File: src/rtl/rhd_convert_sequencer_pkg.sv
// ============================================================================
// Module  : rhd_convert_sequencer_pkg
// Brief   : Shared FSM states, CONVERT opcode and command-word builder for the
//           RHD2164 convert sequencer.
// Revision: 1.0 - initial release
// ============================================================================
`default_nettype none

package rhd_convert_sequencer_pkg;

    typedef enum logic [2:0] {
        ST_IDLE        = 3'd0,
        ST_ISSUE       = 3'd1,
        ST_WAIT        = 3'd2,
        ST_FLUSH_ISSUE = 3'd3,
        ST_FLUSH_WAIT  = 3'd4
    } seq_state_t;

    localparam logic [1:0] c_CONVERT_OP = 2'b00;

    function automatic logic [15:0] build_convert_cmd(input logic [5:0] idx, input logic h);
        return {c_CONVERT_OP, idx, 7'b000_0000, h};
    endfunction

endpackage

`default_nettype wire

File: src/rtl/rhd_convert_sequencer_tag.sv
// ============================================================================
// Module  : rhd_tag_pipe
// Brief   : Two-deep tag/valid delay line; each push returns the tag pushed two
//           pushes earlier, matching the RHD2164 two-command result latency.
// Revision: 1.0 - initial release
// ============================================================================
`default_nettype none

module rhd_tag_pipe #(
    parameter int TAG_W = 6
) (
    input  logic             i_clk,
    input  logic             i_rst_n,
    input  logic             i_clear,
    input  logic             i_push,
    input  logic [TAG_W-1:0] i_tag,
    input  logic             i_valid,
    output logic [TAG_W-1:0] o_tag,
    output logic             o_valid
);

    logic [TAG_W-1:0] r_tag0;
    logic [TAG_W-1:0] r_tag1;
    logic             r_valid0;
    logic             r_valid1;

    always_ff @(posedge i_clk or negedge i_rst_n) begin
        if (!i_rst_n) begin
            r_tag0   <= '0;
            r_tag1   <= '0;
            r_valid0 <= 1'b0;
            r_valid1 <= 1'b0;
        end else if (i_clear) begin
            r_tag0   <= '0;
            r_tag1   <= '0;
            r_valid0 <= 1'b0;
            r_valid1 <= 1'b0;
        end else if (i_push) begin
            r_tag1   <= r_tag0;
            r_valid1 <= r_valid0;
            r_tag0   <= i_tag;
            r_valid0 <= i_valid;
        end
    end

    assign o_tag   = r_tag1;
    assign o_valid = r_valid1;

endmodule

`default_nettype wire

File: src/rtl/rhd_convert_sequencer.sv
// ============================================================================
// Module  : rhd_convert_sequencer
// Brief   : Issues RHD2164 CONVERT frames over SPI and tags returned results.
//           Optional frame counter enabled by RHD_SEQ_FRAME_CNT_EN.
// Revision: 1.0 - initial release
// ============================================================================
`default_nettype none

module rhd_convert_sequencer
    import rhd_convert_sequencer_pkg::*;
#(
    parameter int NUM_CMD   = 32,
    parameter int FLUSH_CMD = 2
) (
    input  logic        i_clk,
    input  logic        i_rst_n,
    input  logic        i_enable,
    input  logic        i_fast_settle,
    output logic        o_spi_start,
    output logic [15:0] o_spi_din,
    input  logic        i_spi_done,
    input  logic [31:0] i_spi_dout,
    output logic        o_sample_valid,
    output logic [31:0] o_sample_data,
    output logic [5:0]  o_sample_cmd,
    output logic        o_frame_last,
    output logic        o_busy
`ifdef RHD_SEQ_FRAME_CNT_EN
    ,
    output logic [15:0] o_frame_cnt
`endif
);

    localparam logic [5:0] c_LAST_IDX   = 6'(NUM_CMD - 1);
    localparam logic [5:0] c_LAST_FLUSH = 6'(FLUSH_CMD - 1);

    seq_state_t  r_state;
    seq_state_t  w_next_state;
    logic [5:0]  r_idx;
    logic [5:0]  r_flush_cnt;
    logic        r_h;
    logic        r_sample_valid;
    logic [31:0] r_sample_data;
    logic [5:0]  r_sample_cmd;
    logic        r_frame_last;

    logic        w_in_wait;
    logic        w_push;
    logic        w_clear;
    logic        w_emit;
    logic [5:0]  w_pipe_tag;
    logic        w_pipe_valid;

    assign w_in_wait = (r_state == ST_WAIT) || (r_state == ST_FLUSH_WAIT);
    assign w_push    = i_spi_done && w_in_wait;
    assign w_clear   = (r_state == ST_IDLE) && i_enable;
    assign w_emit    = w_push && w_pipe_valid;

    // Flush commands carry an invalid tag so they drain results without emitting their own.
    rhd_tag_pipe #(.TAG_W(6)) u_tag_pipe (
        .i_clk   (i_clk),
        .i_rst_n (i_rst_n),
        .i_clear (w_clear),
        .i_push  (w_push),
        .i_tag   (r_idx),
        .i_valid (r_state == ST_WAIT),
        .o_tag   (w_pipe_tag),
        .o_valid (w_pipe_valid)
    );

    always_ff @(posedge i_clk or negedge i_rst_n) begin
        if (!i_rst_n) begin
            r_state <= ST_IDLE;
        end else begin
            r_state <= w_next_state;
        end
    end

    always_comb begin
        w_next_state = r_state;
        case (r_state)
            ST_IDLE:        if (i_enable) w_next_state = ST_ISSUE;
            ST_ISSUE:       w_next_state = ST_WAIT;
            ST_WAIT: begin
                if (i_spi_done) begin
                    if ((r_idx != c_LAST_IDX) || i_enable) w_next_state = ST_ISSUE;
                    else if (FLUSH_CMD == 0)               w_next_state = ST_IDLE;
                    else                                   w_next_state = ST_FLUSH_ISSUE;
                end
            end
            ST_FLUSH_ISSUE: w_next_state = ST_FLUSH_WAIT;
            ST_FLUSH_WAIT: begin
                if (i_spi_done) begin
                    w_next_state = (r_flush_cnt == c_LAST_FLUSH) ? ST_IDLE : ST_FLUSH_ISSUE;
                end
            end
            default:        w_next_state = ST_IDLE;
        endcase
    end

    // Fast-settle is latched at every frame start, including back-to-back wraps.
    always_ff @(posedge i_clk or negedge i_rst_n) begin
        if (!i_rst_n) begin
            r_idx       <= '0;
            r_flush_cnt <= '0;
            r_h         <= 1'b0;
        end else begin
            case (r_state)
                ST_IDLE: begin
                    if (i_enable) begin
                        r_idx <= '0;
                        r_h   <= i_fast_settle;
                    end
                end
                ST_WAIT: begin
                    if (i_spi_done) begin
                        if (r_idx != c_LAST_IDX) begin
                            r_idx <= r_idx + 6'd1;
                        end else if (i_enable) begin
                            r_idx <= '0;
                            r_h   <= i_fast_settle;
                        end else begin
                            r_flush_cnt <= '0;
                        end
                    end
                end
                ST_FLUSH_WAIT: begin
                    if (i_spi_done) r_flush_cnt <= r_flush_cnt + 6'd1;
                end
                default: ;
            endcase
        end
    end

    always_ff @(posedge i_clk or negedge i_rst_n) begin
        if (!i_rst_n) begin
            r_sample_valid <= 1'b0;
            r_sample_data  <= '0;
            r_sample_cmd   <= '0;
            r_frame_last   <= 1'b0;
        end else begin
            r_sample_valid <= w_emit;
            r_frame_last   <= w_emit && (w_pipe_tag == c_LAST_IDX);
            if (w_emit) begin
                r_sample_data <= i_spi_dout;
                r_sample_cmd  <= w_pipe_tag;
            end
        end
    end

`ifdef RHD_SEQ_FRAME_CNT_EN
    logic [15:0] r_frame_cnt;

    always_ff @(posedge i_clk or negedge i_rst_n) begin
        if (!i_rst_n) begin
            r_frame_cnt <= '0;
        end else if (w_emit && (w_pipe_tag == c_LAST_IDX)) begin
            r_frame_cnt <= r_frame_cnt + 16'd1;
        end
    end

    assign o_frame_cnt = r_frame_cnt;
`endif

    assign o_spi_start    = (r_state == ST_ISSUE) || (r_state == ST_FLUSH_ISSUE);
    assign o_spi_din      = build_convert_cmd(
                                ((r_state == ST_FLUSH_ISSUE) || (r_state == ST_FLUSH_WAIT)) ? r_flush_cnt : r_idx,
                                r_h);
    assign o_busy         = (r_state != ST_IDLE);
    assign o_sample_valid = r_sample_valid;
    assign o_sample_data  = r_sample_data;
    assign o_sample_cmd   = r_sample_cmd;
    assign o_frame_last   = r_frame_last;

endmodule

`default_nettype wire

File: config.mk
export PLATFORM = sky130hd
export DESIGN_NAME = rhd_convert_sequencer
export DESIGN_NICKNAME = d
export VERILOG_FILES = /design/src/rtl/rhd_convert_sequencer_pkg.sv /design/src/rtl/rhd_convert_sequencer_tag.sv /design/src/rtl/rhd_convert_sequencer.sv
export SDC_FILE = /design/constraint.sdc
export NUM_CORES = 1
export LEC_CHECK = 0
export CAP_MARGIN = 10
export CORE_MARGIN = 1.5
export CORE_UTILIZATION = 46
export CTS_CLUSTER_DIAMETER = 40
export DETAILED_ROUTE_END_ITERATION = 8
export GPL_TIMING_DRIVEN = 0
export PLACE_DENSITY = 0.75
export SLEW_MARGIN = 20
export SYNTH_ARGS = -nofsm -noshare
export SYNTH_HDL_FRONTEND = slang
export SYNTH_SLANG_ARGS = --single-unit
export TNS_END_PERCENT = 5
File: constraint.sdc
create_clock -name i_clk -period 2 [get_ports i_clk]
set_input_delay 0.4 -clock i_clk [delete_from_list [all_inputs] [get_ports i_clk]]
set_output_delay 0.4 -clock i_clk [all_outputs]
set_load 0.05 [all_outputs]
==> results of run 1 <==
[power by group]
part	internal (W)	total [W]	leakage [nW]	switching, W
sequential	0.00182	0.00215	0.932	0.000326
clock	0.000739	0.00127	0.113	0.000531
combinational	0.00158	0.00373	1.22	0.00215
[repair_timing]
action / 4_1_cts / 5_1_grt
endpoints found under the hold margin: 13 / 0
endpoints found under the setup margin: 8 / 10
resized for setup: 68 / 7
pin swaps: 1 / 0
buffers inserted: 8 / 1
hold buffers: 1 / 0
[synth_stat cells (2+ instances only)]
| master | instances |
|---|---|
| ha_1 | 3 |
| mux2_4 | 38 |
| or3b_1 | 2 |
| clkbuf_1 | 3 |
| and3_1 | 2 |
| inv_1 | 6 |
| nand2_1 | 33 |
| a21o_1 | 2 |
| buf_6 | 4 |
| nand3_1 | 11 |
| nor4_1 | 2 |
| buf_2 | 3 |
| nand2b_1 | 5 |
| nor2b_1 | 3 |
| o21ai_0 | 11 |
| a21oi_1 | 20 |
| dfrtp_1 | 70 |
| mux2_2 | 8 |
| o31ai_1 | 4 |
| a31oi_1 | 4 |
| nor3_1 | 3 |
| buf_4 | 11 |
| nor2_1 | 9 |
[metrics by stage]
step | cell area, um^2 | cells | worst slack [ps] | hold slack (ps) | util (%)
after detailed placement | 4410 | 473 | -511 | 278 | 61.4
after global placement | 4380 | 472 | -1850 | 452 | 61.0
after floorplan | 3410 | 288 | 227 | 104 | -
final | 4810 | 499 | -130 | 455 | 67.0
after global routing | 4810 | 499 | -173 | 481 | 67.0
after CTS | 4790 | 498 | -125 | 449 | 66.8
[cells in the final DEF, fill, tap and decap left out, types with 4 or more instances in the layout]
cell,instances
clkbuf_1,4
buf_4,20
inv_1,5
o21ai_0,11
nand3_1,10
nor2_1,9
a31oi_1,4
nand2_1,33
mux2_4,44
o31ai_1,4
clkbuf_8,10
conb_1,9
a21oi_1,20
buf_6,10
dfrtp_1,68
nand2b_1,5
clkdlybuf4s50_1,75
[state kept, by name, summed over array words and instances, names as in the netlist]
name / flops
o_sample_data: 32
o_sample_cmd: 6
r_flush_cnt: 6
r_idx: 6
u_tag_pipe.o_tag: 6
u_tag_pipe.r_tag0: 6
r_state: 3
o_frame_last: 1
o_sample_valid: 1
r_h: 1
u_tag_pipe.o_valid: 1
u_tag_pipe.r_valid0: 1
[logic make-up after synthesis]
| family | share of synthesized area, % |
|---|---|
| other | 0.111 |
| buffers and inverters | 5.23 |
| muxes | 19.9 |
| DFF | 51.9 |
| AOI/OAI and AO/OA | 9.19 |
| adders and majority gates | 1.11 |
| and+or+nand+nor | 12.6 |
[final cells by class]
class	count	area [um^2]
fill	553	2370
sequential	70	1750
multi-input combinational	191	1530
timing repair buffer	96	982
buffer	21	166
clock buffer	11	141
tap	99	124
clock inverter	5	82.6
inverter	6	27.5
[worst paths after layout]
path	cells after the start	slack, ps	to	from
setup / recovery	5	-130	o_spi_din[12]	r_state[1]$_DFFE_PN0P_
hold / removal	2	460	o_sample_data[6]$_DFFE_PN0P_	i_rst_n
setup reg to reg	7	90	o_sample_data[9]$_DFFE_PN0P_	r_state[0]$_DFFE_PN0P_
hold reg to reg	1	490	o_frame_last$_DFF_PN0_	u_tag_pipe.o_tag[5]$_DFFE_PN0P_
max in group asynchronous	3	990	r_state[0]$_DFFE_PN0P_	i_rst_n
min in group i_clk	1	490	o_frame_last$_DFF_PN0_	u_tag_pipe.o_tag[5]$_DFFE_PN0P_
[metal layers]
layer	part of all wire [%]	up-vias	wire length [um]	global-route usage (%)
li1	-	1200	-	-
met1	43	1219	3210	25.1
met2	49	102	3610	31.5
met3	7.6	4	564	5.04
met4	0.66	0	49	6.53
met5	0	-	0	0
==> summary.txt, run 1 <==
Floorplanning
  • Number of core rows: 31
  • Core area: 0.00718 mm^2
  • Die X: 88.7 um
  • I/O pin count: 95
  • Starting Density: 47.0%
  • Die Ht: 88.7 um
  • Die area: 0.00786 mm^2

Synthesis
  • #FFs+latches synth: 70
  • Ys async rst share: 100%
  • Synth warn: 0
  • Top FF cell, synth: dfrtp_1
  • Distinct cells, synth: 46
  • Synthesized area: 0.00338 mm^2
  • Synth area leaders: dfrtp_1, mux2_4, nand2_1
  • Leading area contributor after synthesis: dfrtp_1
  • Seq/Total Area, Yosys: 51.9%
  • Cells after Synth: 280
  • Number of synthesized flops with an enable pin: 0
  • Yosys top cell area share: 51.9%
  • Synthesized area per cell: 12.1 um^2

Critical path
  • CP max-delay cell: dfrtp_2
  • Arr. time, crit path: 1730 ps
  • Worst-path cell chain: nand2b_4 -> o21ai_4 -> buf_12 -> mux2_4 -> buf_8
  • Startpoint Class: flip-flop
  • CP Class: flip-flop to output port
  • Critical Path RT: 1600 ps
  • Max FO, Critical Path: 6
  • Buf/Inv on CP: 2
  • Critical Path Sink Type: output port
  • CP max stage delay: 440 ps
  • CP delay by family, top: flip-flops

CTS
  • H-Tree Level Count: 3
  • Bufs on Longest Clock Path: 2
  • CTS tree: done
  • Clk pin slew, worst setup/hold paths: 80 ps
  • CTS buffer count: 9
  • Clk_lat worst skew: 340 ps
  • Clk sink count: 70
  • Root buffer cell: clkbuf_8

Power
  • Total power: 0.00714 W
  • Leak Pwr: 2.26 nW
  • Max VDD drop: 0.930 mV
  • Pwr Density: 1490 mW/mm^2

Route
  • Drt initial violations: 130
  • Wire per inst: 14.9 um
  • Final wirelength: 7440 um
  • DRC: 0
  • First drt pass iteration count: 4
  • Via-to-Cell Ratio: 5.06
  • Antenna Nets Post-Route: 0
  • Via Count: 2525

Global routing
  • Initial antenna violation count: 0
  • Total track usage: 19.3%
  • Vias in the first global route: 2430
  • First-pass GRT wire length: 11600 um
  • Largest net degree at the start of global routing: 58
  • Grt ovf: 0

Status
  • Status: finished with violations
  • Violated checks: setup timing

Placement
  • Placer Congestion: 0.849
  • Port-buffer cells: 85
  • DP HPWL: 5110 um

STA
  • Final Slew Violations: 0
  • Part of the cycle the worst path needs: 107%
  • Final Hold Fails: 0
  • # setup viols final: 7
  • RSZ-0062 raised after global routing: yes
  • Worst setup margin: -130 ps
  • Final TNS setup: -882 ps
  • Tightest Pin Transition: 527 ps
  • Max transition margin: 64.7%
  • Crit path time final: 2130 ps
  • Worst Skew: 6.52 ps
  • F_max: 469 MHz

Layout
  • # diodes: 0
  • Synth-to-layout area growth: 42.4%
  • Post-layout nets: 435
  • Layout cells sized above 1: 27.8%

Job
  • MaxCap Viol Count: 0

Hold path
  • Worst Hold Class: input pin to asynchronous set/reset pin
Note: power is estimated with default switching activity, not from simulation.
==> inputs of run 2 (changes only) <==
- CORE_MARGIN: 1.5 -> unset
- clock period: 2 -> 2.3 ns (I/O delays scaled with it)
==> run 2 against run 1 <==
- the run now ends clean
- non-clock buffer count down 7
- sequential power down 13%
- die area down 2.2%
- count of clock-buffer cells in the layout unchanged
- global-route usage up 0.43 points
- clock power down 20%
- critical path type unchanged
- largest cell class unchanged
==> summary.txt, run 2 (synthesis results as in run 1) <==
Status
  • Status: finished, final reports clean (was finished with violations)

Route
  • First drt pass iteration count: 4 (unchanged)
  • DRC: 0 (unchanged)
  • Final wirelength: 7390 um (was 7440 um)
  • Drt initial violations: 90 (was 130)
  • Antenna Nets Post-Route: 0 (unchanged)
  • Via Count: 2472 (was 2525)
  • Wire per inst: 15.1 um (was 14.9 um)
  • Via-to-Cell Ratio: 5.06 (about the same)

Floorplanning
  • Core area: 0.00694 mm^2 (was 0.00718 mm^2)
  • Die X: 87.7 um (was 88.7 um)
  • Starting Density: 48.6% (was 47.0%)
  • I/O pin count: 95 (unchanged)
  • Number of core rows: 30 (was 31)
  • Die Ht: 87.7 um (was 88.7 um)
  • Die area: 0.00769 mm^2 (was 0.00786 mm^2)

Hold path
  • Hold path start: u_tag_pipe.o_tag[5]$_DFFE_PN0P_
  • Worst Hold Class: flip-flop to flip-flop (was input pin to asynchronous set/reset pin)
  • Hold Path End: o_frame_last$_DFF_PN0_
  • Worst hold stages: 1

Critical path
  • R2R Path End: r_flush_cnt[1]$_DFFE_PN0P_ (was o_sample_data[9]$_DFFE_PN0P_)
  • Worst r2r path cells: 5 (was 7)
  • CP max-delay cell: dfrtp_2 (unchanged)
  • Crit Reg-Reg Startpoint: r_state[2]$_DFFE_PN0P_ (was r_state[0]$_DFFE_PN0P_)
  • CP Class: flip-flop to output port (unchanged)
  • Critical Path RT: 1840 ps (was 1600 ps)
  • Max FO, Critical Path: 7 (was 6)
  • Arr. time, crit path: 1790 ps (was 1730 ps)
  • Worst-path cell chain: nand2b_4 -> o21ai_4 -> buf_12 -> mux2_4 -> buf_8 (unchanged)
  • Buf/Inv on CP: 2 (unchanged)
  • CP max stage delay: 450 ps (was 440 ps)
  • Critical Path Sink Type: output port (unchanged)
  • Startpoint Class: flip-flop (unchanged)
  • Setup slack, reg-to-reg: 490 ps (was 90 ps)
  • CP delay by family, top: flip-flops (unchanged)

Power
  • Total power: 0.00602 W (was 0.00714 W)
  • Leak Pwr: 2.22 nW (was 2.26 nW)
  • Pwr Density: 1280 mW/mm^2 (was 1490 mW/mm^2)
  • Max VDD drop: 0.810 mV (was 0.930 mV)

Global routing
  • Grt ovf: 0 (unchanged)
  • Initial antenna violation count: 0 (unchanged)
  • First-pass GRT wire length: 11600 um (about the same)
  • Largest net degree at the start of global routing: 55 (was 58)
  • Total track usage: 19.8% (was 19.3%)
  • Vias in the first global route: 2386 (was 2430)

Layout
  • Design Area, Final: 0.00471 mm^2 (was 0.00481 mm^2)
  • # diodes: 0 (unchanged)
  • Fill cell count: 513 (was 553)
  • Most common cell after layout, fill and taps aside: clkdlybuf4s50_1 (unchanged)
  • Layout cells sized above 1: 26.0% (was 27.8%)
  • Post-layout nets: 428 (was 435)
  • Commonest non-fill, non-tap cells in the layout: clkdlybuf4s50_1, dfrtp_1, mux2_4 (unchanged)
  • Synth-to-layout area growth: 39.6% (was 42.4%)
  • Largest register FFs: 32 (unchanged)
  • Post-layout util: 67.9% (was 67.0%)
  • Final non-filler cell total: 489 (was 499)

STA
  • Final Slew Violations: 0 (unchanged)
  • # setup viols final: 0 (was 7)
  • Part of the cycle the worst path needs: 97.8%
  • Min Hold Slack: 461 ps (was 455 ps)
  • Worst Skew: 4.63 ps (was 6.52 ps)
  • Max transition margin: 64.5% (was 64.7%)
  • Crit path time final: 2250 ps
  • F_max: 445 MHz
  • Final Hold Fails: 0 (unchanged)
  • Tightest Pin Transition: 531 ps (was 527 ps)

CTS
  • Bufs on Longest Clock Path: 2 (unchanged)
  • Root buffer cell: clkbuf_8 (unchanged)
  • Clk_lat worst skew: 340 ps (about the same)
  • Clk sink count: 70 (unchanged)
  • CTS tree: done (unchanged)
  • CTS buffer count: 9 (unchanged)
  • Clk pin slew, worst setup/hold paths: 70 ps (was 80 ps)
  • H-Tree Level Count: 3 (unchanged)

Job
  • MaxCap Viol Count: 0 (unchanged)

Placement
  • Placed cell areas: 0.00440 mm^2 (was 0.00441 mm^2)
  • DP HPWL: 5200 um (was 5110 um)
  • Placer Congestion: 0.850 (was 0.849)
  • Port-buffer cells: 85 (unchanged)
  • Dpl cells: 470 (was 473)
## run 2: cell types whose count changed in the layout (fill, tap and decap cells not counted), sizes merged
cell / previous run / this run
buf: 37 / 28
dlygate4sd2: 0 / 2
bufinv: 2 / 1
clkdlybuf4s15: 1 / 0
clkdlybuf4s50: 75 / 76
inv: 5 / 6
## run 2: how the worst max path moves through the flow
stage                                 startpoint                          to  slack [ps]  cells past startpoint
final                     r_state[1]$_DFFE_PN0P_                o_spi_din[8]          50                      5
after global routing      r_state[2]$_DFFE_PN0P_                o_spi_din[8]          -7                      7
after CTS                 r_state[2]$_DFFE_PN0P_                o_spi_din[8]          -7                      6
after detailed placement  r_state[0]$_DFFE_PN0P_                o_spi_din[8]        -240                      5
after global placement                   i_rst_n  r_flush_cnt[1]$_DFFE_PN0P_       -1520                      1
after floorplan           r_state[2]$_DFFE_PN0P_               o_spi_din[10]         470                      5
## run 2: routing by layer
metal  GRT usage, %  up-vias  wire [um]  share of wire, %
met2           32.6       86       3450                47
met3           4.71       12        425               5.8
met1           25.3     1189       3400                46
met5              0        -          0                 0
met4           7.60        0        109               1.5
li1               -     1185          -                 -
## run 2: layout make-up
type / count / area, um^2 / area share, %
Sequential cell: 70 / 1750 / 37.2
Multi-Input combinational cell: 191 / 1520 / 32.3
Timing Repair Buffer: 89 / 922 / 19.6
Buffer: 21 / 163 / 3.45
Clock buffer: 11 / 151 / 3.21
Tap cell: 96 / 120 / 2.55
Clock inverter: 5 / 57.6 / 1.22
Inverter: 6 / 25.0 / 0.531
## run 2: power by group
part	total, W	switching [W]	leakage [nW]	internal (W)
Clock	0.00102	0.000464	0.109	0.000560
Sequential	0.00188	0.000294	0.932	0.00158
Combinational	0.00312	0.00182	1.18	0.00129
## run 2: worst register-to-register path: stages, from the launching register on
cell	delay [ps]
dfrtp_1	440
buf_6	170
nor3b_4	370
nand2_1	150
o31ai_2	400
o22ai_1	150
## run 2: through the flow
| step | TNS, ps | setup WS [ps] |
|---|---|---|
| floorplan | 0 | 467 |
| finish | 0 | 51.2 |
| detailed placement | -1330 | -236 |
| global route | -9.99 | -7.13 |
| CTS | -17.7 | -6.79 |
| global placement | -107540 | -1520 |
## run 2: repair_timing
item,CTS,global route
setup endpoints to repair,8,6
gates resized for setup,49,13
pin swaps,0,1
hold buffers,1,0
gates cloned,0,0
endpoints found under the hold margin,16,0
setup buffers,0,2
==> inputs of run 3 (changes only) <==
- SETUP_SLACK_MARGIN: unset -> 0.02
==> run 3 against run 2 <==
- sequential power about the same
- via count increased by 0.20%
- die area unchanged
- register-to-register slack about the same
- clock skew about the same
- utilization increased by 0.22 points
- power increased by 0.23%
- combinational power about the same
- worst hold slack got worse by 1.1 ps
- critical path type unchanged
- largest power group unchanged
==> summary.txt, run 3 (synthesis results as in run 1) <==
Critical path
  • CP max stage delay: 450 ps (about the same)
  • Startpoint Class: flip-flop (unchanged)
  • CP max-delay cell: dfrtp_2 (unchanged)
  • Critical Path RT: 1840 ps (about the same)
  • Critical Path Sink Type: output port (unchanged)
  • Worst-path cell chain: nand2b_4 -> o21ai_4 -> buf_12 -> mux2_4 -> buf_8 (unchanged)
  • CP Class: flip-flop to output port (unchanged)
  • Max FO, Critical Path: 7 (unchanged)
  • Arr. time, crit path: 1790 ps (about the same)

Floorplanning
  • I/O pin count: 95 (unchanged)
  • Die Ht: 87.7 um (unchanged)
  • Starting Density: 48.6% (unchanged)
  • Core area: 0.00694 mm^2 (unchanged)
  • Die area: 0.00769 mm^2 (unchanged)
  • Number of core rows: 30 (unchanged)
  • Die X: 87.7 um (unchanged)

Layout
  • Post-layout nets: 430 (was 428)
  • Most common cell after layout, fill and taps aside: clkdlybuf4s50_1 (unchanged)
  • Commonest non-fill, non-tap cells in the layout: clkdlybuf4s50_1, dfrtp_1, mux2_4 (unchanged)
  • Synth-to-layout area growth: 40.1% (was 39.6%)
  • Largest register FFs: 32 (unchanged)
  • Layout cells sized above 1: 26.3% (was 26.0%)
  • Design Area, Final: 0.00473 mm^2 (was 0.00471 mm^2)
  • # diodes: 0 (unchanged)
  • Fill cell count: 512 (was 513)
  • Post-layout util: 68.1% (was 67.9%)

STA
  • Max transition margin: 64.5% (unchanged)
  • Final Hold Fails: 0 (unchanged)
  • Final TNS setup: 0 ps (unchanged)
  • Crit path time final: 2250 ps (about the same)
  • Worst setup margin: 46.5 ps (was 51.2 ps)
  • # setup viols final: 0 (unchanged)
  • RSZ-0062 raised after global routing: yes
  • Tightest Pin Transition: 531 ps (about the same)
  • Worst Skew: 4.75 ps (was 4.63 ps)
  • Final Slew Violations: 0 (unchanged)
  • F_max: 444 MHz (was 445 MHz)
  • Part of the cycle the worst path needs: 98.0% (was 97.8%)

Route
  • Via-to-Cell Ratio: 5.04 (was 5.06)
  • Drt initial violations: 77 (was 90)
  • Final wirelength: 7400 um (was 7390 um)
  • Via Count: 2477 (was 2472)
  • First drt pass iteration count: 4 (unchanged)
  • Wire per inst: 15.1 um (about the same)
  • Antenna Nets Post-Route: 0 (unchanged)
  • DRC: 0 (unchanged)

Global routing
  • First-pass GRT wire length: 11600 um (unchanged)
  • Vias in the first global route: 2386 (unchanged)
  • Largest net degree at the start of global routing: 55 (unchanged)
  • Total track usage: 19.8% (unchanged)
  • Grt ovf: 0 (unchanged)
  • Initial antenna violation count: 0 (unchanged)

Power
  • Total power: 0.00603 W (was 0.00602 W)
  • Sequential power share: 31.1% (was 31.2%)
  • Leak Pwr: 2.23 nW (was 2.22 nW)
  • Pint: 0.00345 W (was 0.00343 W)
  • Sw Share: 42.8% (was 42.9%)
  • Combinational share of power: 52.0% (was 51.8%)
  • Max VDD drop: 0.809 mV (was 0.810 mV)
  • Clk pwr share: 16.9% (was 17.0%)
  • NetSw: 0.00258 W (about the same)
  • Pwr Density: 1280 mW/mm^2 (about the same)

Placement
  • Placed cell areas: 0.00440 mm^2 (unchanged)
  • DP HPWL: 5200 um (unchanged)
  • Port-buffer cells: 85 (unchanged)
  • Placer Congestion: 0.850 (unchanged)
  • Dpl ws: -236 ps (unchanged)

CTS
  • Root buffer cell: clkbuf_8 (unchanged)
  • CTS tree: done (unchanged)
  • Clk pin slew, worst setup/hold paths: 70 ps (about the same)
  • Bufs on Longest Clock Path: 2 (unchanged)
  • Clk_lat worst skew: 340 ps (about the same)
  • H-Tree Level Count: 3 (unchanged)
  • Clk sink count: 70 (unchanged)
  • CTS buffer count: 9 (unchanged)

Job
  • MaxCap Viol Count: 0 (unchanged)

Hold path
  • Worst Hold Class: flip-flop to flip-flop (unchanged)

Status
  • Status: finished, final reports clean (unchanged)
==> run 3: area by class of cell <==
cell class | instances | area, um^2 | share of cell area, %
clock inverter | 5 | 57.6 | 1.22
multi-input combinational | 191 | 1520 | 32.2
inverter | 6 | 25.0 | 0.529
tap | 96 | 120 | 2.54
sequential | 70 | 1750 | 37.1
clock buffer | 11 | 151 | 3.20
buffer | 21 | 163 | 3.44
timing repair buffer | 91 | 937 | 19.8
==> run 3: what timing repair did <==
action,in CTS,in global routing
endpoints found under the hold margin,16,0
pin swaps,0,1
setup endpoints to repair,8,7
resized for setup,49,13
hold buffers,1,0
buffers inserted,0,4
==> run 3: metal layers <==
metal | global-route usage, % | vias up | wire length, um
met4 | 7.60 | 0 | 103
met5 | 0 | - | 0
met2 | 32.6 | 89 | 3470
li1 | - | 1181 | -
met1 | 25.3 | 1195 | 3380
met3 | 4.71 | 12 | 447
==> run 3: critical path, delay by kind of cell (launching register included) <==
| kind | cells | cell delay, ps |
|---|---|---|
| AO/OA/AOI/OAI | 1 | 190 |
| flip-flops | 1 | 450 |
| multiplexers | 1 | 310 |
| buffers and inverters | 2 | 300 |
| AND/OR/NAND/NOR | 1 | 200 |
==> run 3: stage by stage <==
| step | hold slack, ps | std cells |
|---|---|---|
| 5_1_grt | 500 | 491 |
| 4_1_cts | 469 | 487 |
| 6_report | 460 | 491 |
| 3_3_place_gp | 444 | 469 |
| 3_5_place_dp | 343 | 470 |
| 2_1_floorplan | 164 | 288 |
==> run 3: final timing paths <==
| path | cells after the start | from | to | slack (ps) |
|---|---|---|---|---|
| setup / recovery | 5 | r_state[1]$_DFFE_PN0P_ | o_spi_din[8] | 50 |
| hold / removal | 1 | u_tag_pipe.o_tag[5]$_DFFE_PN0P_ | o_frame_last$_DFF_PN0_ | 460 |
| setup reg to reg | 5 | r_state[2]$_DFFE_PN0P_ | r_flush_cnt[1]$_DFFE_PN0P_ | 480 |
| hold reg to reg | 1 | u_tag_pipe.o_tag[5]$_DFFE_PN0P_ | o_frame_last$_DFF_PN0_ | 460 |
| max in group asynchronous | 3 | i_rst_n | r_state[0]$_DFFE_PN0P_ | 1240 |
| min in group asynchronous | 2 | i_rst_n | o_sample_data[5]$_DFFE_PN0P_ | 520 |
==> run 3: power groups by stage <==
stage	logic (W)	clock network [W]	registers (W)
floorplan	0.00135	0	0.00256
global placement	0.00290	0	0.00186
detailed placement	0.00294	0	0.00188
CTS	0.00299	0.00106	0.00186
global route	0.00330	0.00110	0.00192
finish	0.00313	0.00102	0.00188
